===== config.mk =====
export PLATFORM = sky130hd
export DESIGN_NAME = word_serializer
export DESIGN_NICKNAME = d
export VERILOG_FILES = /design/src/rtl/word_serializer_pkg.sv /design/src/rtl/word_serializer_hold.sv /design/src/rtl/word_serializer.sv
export SDC_FILE = /design/constraint.sdc
export NUM_CORES = 1
export LEC_CHECK = 0
export ABC_AREA = 1
export CORE_ASPECT_RATIO = 0.7
export CORE_UTILIZATION = 47
export CTS_CLUSTER_SIZE = 40
export DETAILED_ROUTE_END_ITERATION = 8
export GPL_TIMING_DRIVEN = 0
export MAX_ROUTING_LAYER = met4
export PLACE_DENSITY = 0.68
export SLEW_MARGIN = 5
export SYNTH_ARGS = -nofsm -noshare
export SYNTH_HDL_FRONTEND = slang
export SYNTH_HIERARCHICAL = 1
export SYNTH_SLANG_ARGS = --single-unit

===== constraint.sdc =====
create_clock -name i_clk -period 2.25 [get_ports i_clk]
set_clock_uncertainty 0.15 [all_clocks]
set_input_delay 0.45 -clock i_clk [delete_from_list [all_inputs] [get_ports i_clk]]
set_output_delay 0.45 -clock i_clk [all_outputs]
set_load 0.02 [all_outputs]

===== src/rtl/word_serializer_pkg.sv =====
// rtl/word_serializer_pkg.sv - shared types and sizing helpers for word_serializer
// Purpose: shifter FSM state type, frame length and bit counter width.
// Ports: none (package).
// Configuration: `define WORD_SERIALIZER_PARITY_EN appends one even-parity bit per frame.
package word_serializer_pkg;

  typedef enum logic {
    IDLE  = 1'b0,
    SHIFT = 1'b1
  } state_e;

  // Bits emitted per accepted word, including the optional parity bit.
  function automatic int frame_len(input int data_w);
`ifdef WORD_SERIALIZER_PARITY_EN
    return data_w + 1;
`else
    return data_w;
`endif
  endfunction

  // Counter only has to reach frame_len-1; keep at least one bit.
  function automatic int cnt_width(input int flen);
    return (flen <= 2) ? 1 : $clog2(flen);
  endfunction

endpackage


===== src/rtl/word_serializer_hold.sv =====
// rtl/word_serializer_hold.sv - one-entry holding register with full flag
// Purpose: parks the next word while the shifter is still busy with the current one.
// Ports:
//   i_clk, i_rst_n : clock, asynchronous active-low reset
//   i_load, i_data : capture i_data and mark full
//   i_take         : release the entry (shifter has taken it)
//   o_full, o_data : occupancy flag and stored word
module word_serializer_hold #(
  parameter int W = 8
) (
  input  logic         i_clk,
  input  logic         i_rst_n,
  input  logic         i_load,
  input  logic         i_take,
  input  logic [W-1:0] i_data,
  output logic         o_full,
  output logic [W-1:0] o_data
);

  logic         full_q, full_d;
  logic [W-1:0] data_q, data_d;

  // Load and take never coincide: the writer only loads while the entry is empty.
  always_comb begin
    full_d = full_q;
    data_d = data_q;
    if (i_load) begin
      full_d = 1'b1;
      data_d = i_data;
    end else if (i_take) begin
      full_d = 1'b0;
    end
  end

  always_ff @(posedge i_clk or negedge i_rst_n) begin
    if (!i_rst_n) begin
      full_q <= 1'b0;
      data_q <= '0;
    end else begin
      full_q <= full_d;
      data_q <= data_d;
    end
  end

  assign o_full = full_q;
  assign o_data = data_q;

endmodule


===== src/rtl/word_serializer.sv =====
// rtl/word_serializer.sv - parallel-to-serial stage feeding the bit scrambler
// Purpose: accepts DATA_W-bit words on valid/ready and emits one bit per enabled
//          cycle on (o_data, o_dv); a holding register keeps back-to-back words gapless.
// Ports:
//   i_clk, i_rst_n   : clock, asynchronous active-low reset
//   i_data, i_valid  : parallel word and its valid
//   o_ready          : a word can be accepted this cycle (hold register empty)
//   i_en             : downstream enable; 0 freezes emission and frame position
//   o_data, o_dv     : registered serial bit and its valid
//   o_busy           : shifter or hold register occupied
// Configuration: `define WORD_SERIALIZER_PARITY_EN emits an even-parity bit after each word.
module word_serializer
  import word_serializer_pkg::*;
#(
  parameter int DATA_W    = 8,
  parameter bit LSB_FIRST = 1'b1
) (
  input  logic              i_clk,
  input  logic              i_rst_n,
  input  logic [DATA_W-1:0] i_data,
  input  logic              i_valid,
  output logic              o_ready,
  input  logic              i_en,
  output logic              o_data,
  output logic              o_dv,
  output logic              o_busy
);

  localparam int FRAME_LEN = frame_len(DATA_W);
  localparam int CNT_W     = cnt_width(FRAME_LEN);
  localparam logic [CNT_W-1:0] CNT_LAST = CNT_W'(FRAME_LEN - 1);

  state_e                 state_q;
  logic [CNT_W-1:0]       cnt_q;
  logic [FRAME_LEN-1:0]   frame_q;
  logic                   data_q;
  logic                   dv_q;

  logic                   hold_full;
  logic [DATA_W-1:0]      hold_data;
  logic                   accept;
  logic                   last_edge;
  logic                   hold_load;
  logic                   hold_take;
  logic [DATA_W-1:0]      word_sel;
  logic [DATA_W-1:0]      word_ord;
  logic [FRAME_LEN-1:0]   frame_new;

  // Reset gates ready so nothing can be handshaken while the block is held.
  assign o_ready   = i_rst_n & ~hold_full;
  assign accept    = i_valid & o_ready;
  assign last_edge = (state_q == SHIFT) & i_en & (cnt_q == CNT_LAST);
  assign hold_load = accept & (state_q == SHIFT) & ~last_edge;
  assign hold_take = last_edge & hold_full;

  // A pending hold entry always wins the shifter; otherwise the incoming word bypasses hold.
  assign word_sel = hold_full ? hold_data : i_data;

  // The frame is stored in transmit order so the shifter always emits bit 0.
  always_comb begin
    word_ord = '0;
    for (int i = 0; i < DATA_W; i++) begin
      word_ord[i] = LSB_FIRST ? word_sel[i] : word_sel[DATA_W-1-i];
    end
  end

`ifdef WORD_SERIALIZER_PARITY_EN
  assign frame_new = {^word_sel, word_ord};
`else
  assign frame_new = word_ord;
`endif

  word_serializer_hold #(
    .W (DATA_W)
  ) u_hold (
    .i_clk   (i_clk),
    .i_rst_n (i_rst_n),
    .i_load  (hold_load),
    .i_take  (hold_take),
    .i_data  (i_data),
    .o_full  (hold_full),
    .o_data  (hold_data)
  );

  always_ff @(posedge i_clk or negedge i_rst_n) begin
    if (!i_rst_n) begin
      state_q <= IDLE;
      cnt_q   <= '0;
      frame_q <= '0;
      data_q  <= 1'b0;
      dv_q    <= 1'b0;
    end else begin
      case (state_q)
        IDLE: begin
          dv_q <= 1'b0;
          if (accept) begin
            frame_q <= frame_new;
            cnt_q   <= '0;
            state_q <= SHIFT;
          end
        end
        SHIFT: begin
          if (i_en) begin
            data_q <= frame_q[0];
            dv_q   <= 1'b1;
            if (cnt_q == CNT_LAST) begin
              // Reload on the last-bit edge keeps o_dv continuous across words.
              if (hold_full || accept) begin
                frame_q <= frame_new;
                cnt_q   <= '0;
              end else begin
                cnt_q   <= '0;
                state_q <= IDLE;
              end
            end else begin
              frame_q <= frame_q >> 1;
              cnt_q   <= cnt_q + 1'b1;
            end
          end else begin
            dv_q <= 1'b0;
          end
        end
        default: state_q <= IDLE;
      endcase
    end
  end

  assign o_data = data_q;
  assign o_dv   = dv_q;
  assign o_busy = (state_q == SHIFT) | hold_full;

endmodule


* Word-level counts from Yosys, hierarchy flattened
Index checks and enable logic that the tools add are counted.
Word-level totals: output and inout port bits 4, logic and storage cells 47, flip-flop bits (word level) 23, latch bits 0, memories kept 0, bits of input ports 12, bits in writable memories 0, bits in read-only memories 0
Cells by class: reduce and logical (&&, ||, !) cells 5, shifts and indexed selects 0, mux-type cells 19, bitwise operators 11, multiply operators 0, add/subtract/negate cells 1, equality and inequality tests 4, $lt $le $gt $ge 0, divide/modulo/power cells 0
Operators by type and width (count):
- $mux W8 | 5
- $pmux W8 S2 | 1
- $mux W3 | 3
- $and A1 B1 Y1 | 7
- $mux W1 | 7
- $pmux W3 S2 | 1
- $ne A2 B2 Y1 const B | 2
- $pmux W1 S2 | 2
- $reduce_and A2 Y1 | 2
- $add A3 B1 Y3 const B | 1
- $eq A3 B3 Y1 const B | 1
- $ne A3 B2 Y1 const B | 1
- $not A1 Y1 | 3
- $reduce_and A3 Y1 | 1
- $reduce_bool A2 Y1 | 1
- $logic_or A1 B1 Y1 | 1
- $or A1 B1 Y1 | 1

* Logic depth before layout (Yosys ltp)
depth after elaboration 8, mapped depth 9, gate-level depth less buffers 8

* Cells and area by module
The synthesis kept the hierarchy.
By module, submodules not included:
- word_serializer | area each 847.1 µm², times used 1, cells each 120
- word_serializer_hold | area each 341.6 µm², times used 1, cells each 38

* Worst setup path after synthesis
No wires, ideal clock.
path kind register to register, from register cnt_q[0], to register u_hold.data_q[5] (netlist: u_hold/o_data[5]), buffers on the path 1, data required time 1984 ps, setup time 116 ps, period minus slack after synthesis 1810 ps, cell stages (with the launch flop) 10, slack 440 ps, data arrival time 1544 ps, cells stage by stage dfrtp_1 ha_1 ha_1 nor2_4 inv_2 a21oi_1 buf_6 inv_2 nand2_1 nand2_1
Between the ends: longest elaborated chain between the ends 4
Ends and longest elaborated chain:
- from (decl) | line word_serializer.sv:34 | logic [CNT_W-1:0] cnt_q;
- from (signal assigned) | line word_serializer.sv:117 | cnt_q <= cnt_q + 1'b1;
- $eq A3 B3 Y1 | line word_serializer.sv:52 | assign last_edge = (state_q == SHIFT) & i_en & (cnt_q == CNT_LAST);
- $and A1 B1 Y1 | line word_serializer.sv:52
- $not A1 Y1 | line word_serializer.sv:53 | assign hold_load = accept & (state_q == SHIFT) & ~last_edge;
- $and A1 B1 Y1 | line word_serializer.sv:53
- named net hold_load | line word_serializer.sv:43 | logic hold_load;
- to (signal assigned) | line word_serializer_hold.sv:41 | data_q <= data_d;
- to (decl) | line word_serializer_hold.sv:21 | logic [W-1:0] data_q, data_d;
The timed path passes the listed nets, and every way through them passes these cells. A chain may end at the register's enable or synchronous reset.

* Final worst setup path
from register cnt_q[0], to register u_hold.data_q[4] (netlist: u_hold/o_data[4])
The elaborated chain is that of the path after synthesis.

==> flow_summary.json <==
{
  "crit_required_ns": 2.31,
  "timing.final.crit_share_pct": 91.1,
  "synth_cell_types": 21,
  "holdWs_ns": 0.334,
  "synth_compound_area_share_pct": 1.89,
  "drtPass1Iterations": 4,
  "synth_most_common_cell": "nand2_1",
  "min_path_type": "reg -> reg",
  "syn-num-nets": 172,
  "vdd_drop_max_mv": 0.549,
  "clockRootBuffer": "clkbuf_4",
  "die_area_um2": 2740,
  "fmax_mhz": 488,
  "r2r_cells": 9,
  "fillCellCount": 211,
  "maxCapViolCount": 0,
  "io_buffer_count": 15,
  "reg2reg_from": "cnt_q[0]$_DFFE_PN0P_",
  "grt_max_degree": 24,
  "yosys-top-cells-area": "dfrtp_1 48%, nand2_1 30%, nand3_1 4.6%",
  "holdPathStages": 2,
  "clkSlewWorstSetupHoldPaths_ns": 0.12,
  "hold_viol": 0,
  "drt_wl_total_um": 2460,
  "vias": 1001,
  "synthSimpleGateAreaFrac_pct": 42.2,
  "slowest_stage": "dfrtp_1",
  "yosysWarnings": 6,
  "slew_viol_final": 0,
  "die_w_um": 62.1,
  "overflow": 0,
  "synth_xor_area_share_pct": 0,
  "crit_path_start": "cnt_q[0]$_DFFE_PN0P_",
  "ys_seq_area_share_pct": 48.4,
  "initial_core_util_pct": 52.6,
  "insertion_delay_ns": 0.31,
  "synth_edf_count": 0,
  "viasPerCell": 4.77,
  "synth-seq-cells": 23,
  "num_antenna_cells": 0,
  "rsz0062_at_grt": "no",
  "rows": 14,
  "synth-async-reset-ratio_pct": 100,
  "yosys.area.top_type_share_pct": 48.4,
  "post_cts_buffers": 0,
  "antenna_found_initial": 0,
  "synth_top_family_by_area": "simple AND/OR/NAND/NOR gates",
  "fin_util_pct": 62.6,
  "cts_buffer_depth": 2,
  "dpl.hpwl_um": 1760,
  "fp.coreArea_um2": 2260,
  "powerDensity_nw_per_um2": 1190,
  "total_power_uw": 1690,
  "drc": 0,
  "min_from": "u_hold/o_data[6]$_DFFE_PN0P_",
  "area_growth_pct": 18.9,
  "syn-instance-count": 158,
  "cp-start-kind": "flip-flop",
  "final_nets": 193,
  "htreeDepth": 1,
  "period_minus_slack_ns": 2.05,
  "first_global_vias": 902,
  "synthAdderAreaFrac_pct": 2.11,
  "synthFlopType": "dfrtp_1",
  "status": "completed",
  "drive_gt1_share_pct": 10.1,
  "worst_slew_pin_slew_ns": 1.04,
  "path_class": "reg -> reg",
  "p_leak_uw": 0.000784,
  "crit_arrival_ns": 2.11,
  "critical_path.max_stage_delay_ns": 0.42,
  "critPathCaptureType": "flip-flop",
  "yosysTopAreaCell": "dfrtp_1",
  "ioPinCount": 16,
  "die_h_um": 44.1,
  "antenna_left": 0,
  "synth_area_um2": 1190,
  "dr.first_iter.drc_count": 67,
  "relSlewSlack_pct": 30.1,
  "gp_congestion": 0.770,
  "grt.total_usage_pct": 22.0,
  "syn_area_per_cell_um2": 7.52,
  "cts_sinks": 23,
  "grt_pass1_wl_um": 4260,
  "cts_tree": "done",
  "critPathMaxFanout": 9,
  "wl_per_cell_um": 11.7,
  "numCtsBuffers": 3,
  "synthMuxAreaShare_pct": 0,
  "setup_violations": 0,
  "synth_top_cells_by_count": "96 x nand2_1, 23 x dfrtp_1, 11 x nand3_1",
  "path_cells": "ha_1 > ha_1 > nor2_4 > inv_2 > a21oi_1 > buf_6 > inv_2 > nand2_1 > nand2_1"
}
## through the flow
stage | setup TNS [ns] | std cells | area, um^2 | worst slack (ns)
after floorplan | 0 | 158 | 1190 | 0.440
after global placement | -11.90 | 205 | 1380 | -0.909
after detailed placement | -12.16 | 205 | 1380 | -0.906
after CTS | 0 | 210 | 1410 | 0.0335
after global routing | 0 | 210 | 1410 | 0.0540
final | 0 | 210 | 1410 | 0.201
## cell type report
| class | instances | area [um^2] | area share, % |
|---|---|---|---|
| multi-input combinational | 123 | 549 | 38.8 |
| timing repair buffer | 16 | 159 | 11.2 |
| inverter | 9 | 33.8 | 2.39 |
| buffer | 3 | 30.0 | 2.12 |
| tap | 32 | 40.0 | 2.83 |
| clock buffer | 4 | 26.3 | 1.86 |
| sequential | 23 | 576 | 40.7 |
## report_power, final
| part | switching (uW) | internal [uW] |
|---|---|---|
| registers | 99.4 | 590 |
| clock network | 117 | 69.3 |
| logic | 506 | 308 |
| total | 722 | 967 |
## cells in the final DEF, fill, tap and decap left out, types with 3 or more instances in the layout
cell	Yosys	layout
clkbuf_4	0	3
clkdlybuf4s50_1	0	12
dfrtp_1	23	23
inv_1	5	5
inv_2	4	4
nand2_1	96	96
nand3_1	11	11
## final timing paths
kind,to,slack [ns]
min in group asynchronous,frame_q[0]$_DFFE_PN0P_,0.75
worst max register to register,u_hold/o_data[4]$_DFFE_PN0P_,0.20
max in group asynchronous,u_hold/o_data[2]$_DFFE_PN0P_,0.58
worst min-delay path,u_hold/o_data[6]$_DFFE_PN0P_,0.33
worst min register to register,u_hold/o_data[6]$_DFFE_PN0P_,0.33
worst max-delay path,u_hold/o_data[4]$_DFFE_PN0P_,0.20
## flip-flops by register name, indices dropped and copies added, names as in the netlist
name,flops
o_dv,1
cnt_q,3
u_hold/o_data,8
u_hold/o_full,1
state_q,1
frame_q,8
o_data,1
## metal layers
layer / GRT usage, % / up-vias / wire [um]
li1: - / 533 / -
met1: 31.1 / 446 / 1300
met2: 31.4 / 17 / 1030
met3: 5.41 / 5 / 94
met4: 6.98 / 0 / 30
met5: - / - / 0
## kinds of logic after synthesis
group	after synthesis
AO/OA/AOI/OAI	4
adder cells (fa/ha/maj)	2
buffers and inverters	12
flip-flops	23
AND/OR/NAND/NOR	117
## repair_timing
| action | CTS | global route |
|---|---|---|
| hold buffers | 1 | 0 |
| pin swaps | 0 | 0 |
| gates resized for setup | 7 | 1 |
| setup endpoints to repair | 22 | 1 |
| hold endpoints to repair | 23 | 0 |
| cloned | 0 | 0 |
## critical path: cells and delay by family (launching register included)
| kind | cells | cell delay [ns] |
|---|---|---|
| AND/OR/NAND/NOR | 3 | 0.36 |
| adder cells (fa/ha/maj) | 2 | 0.47 |
| buffers and inverters | 3 | 0.35 |
| flip-flops | 1 | 0.42 |
| AO/OA/AOI/OAI | 1 | 0.20 |
(Power assumes the default switching activity.)
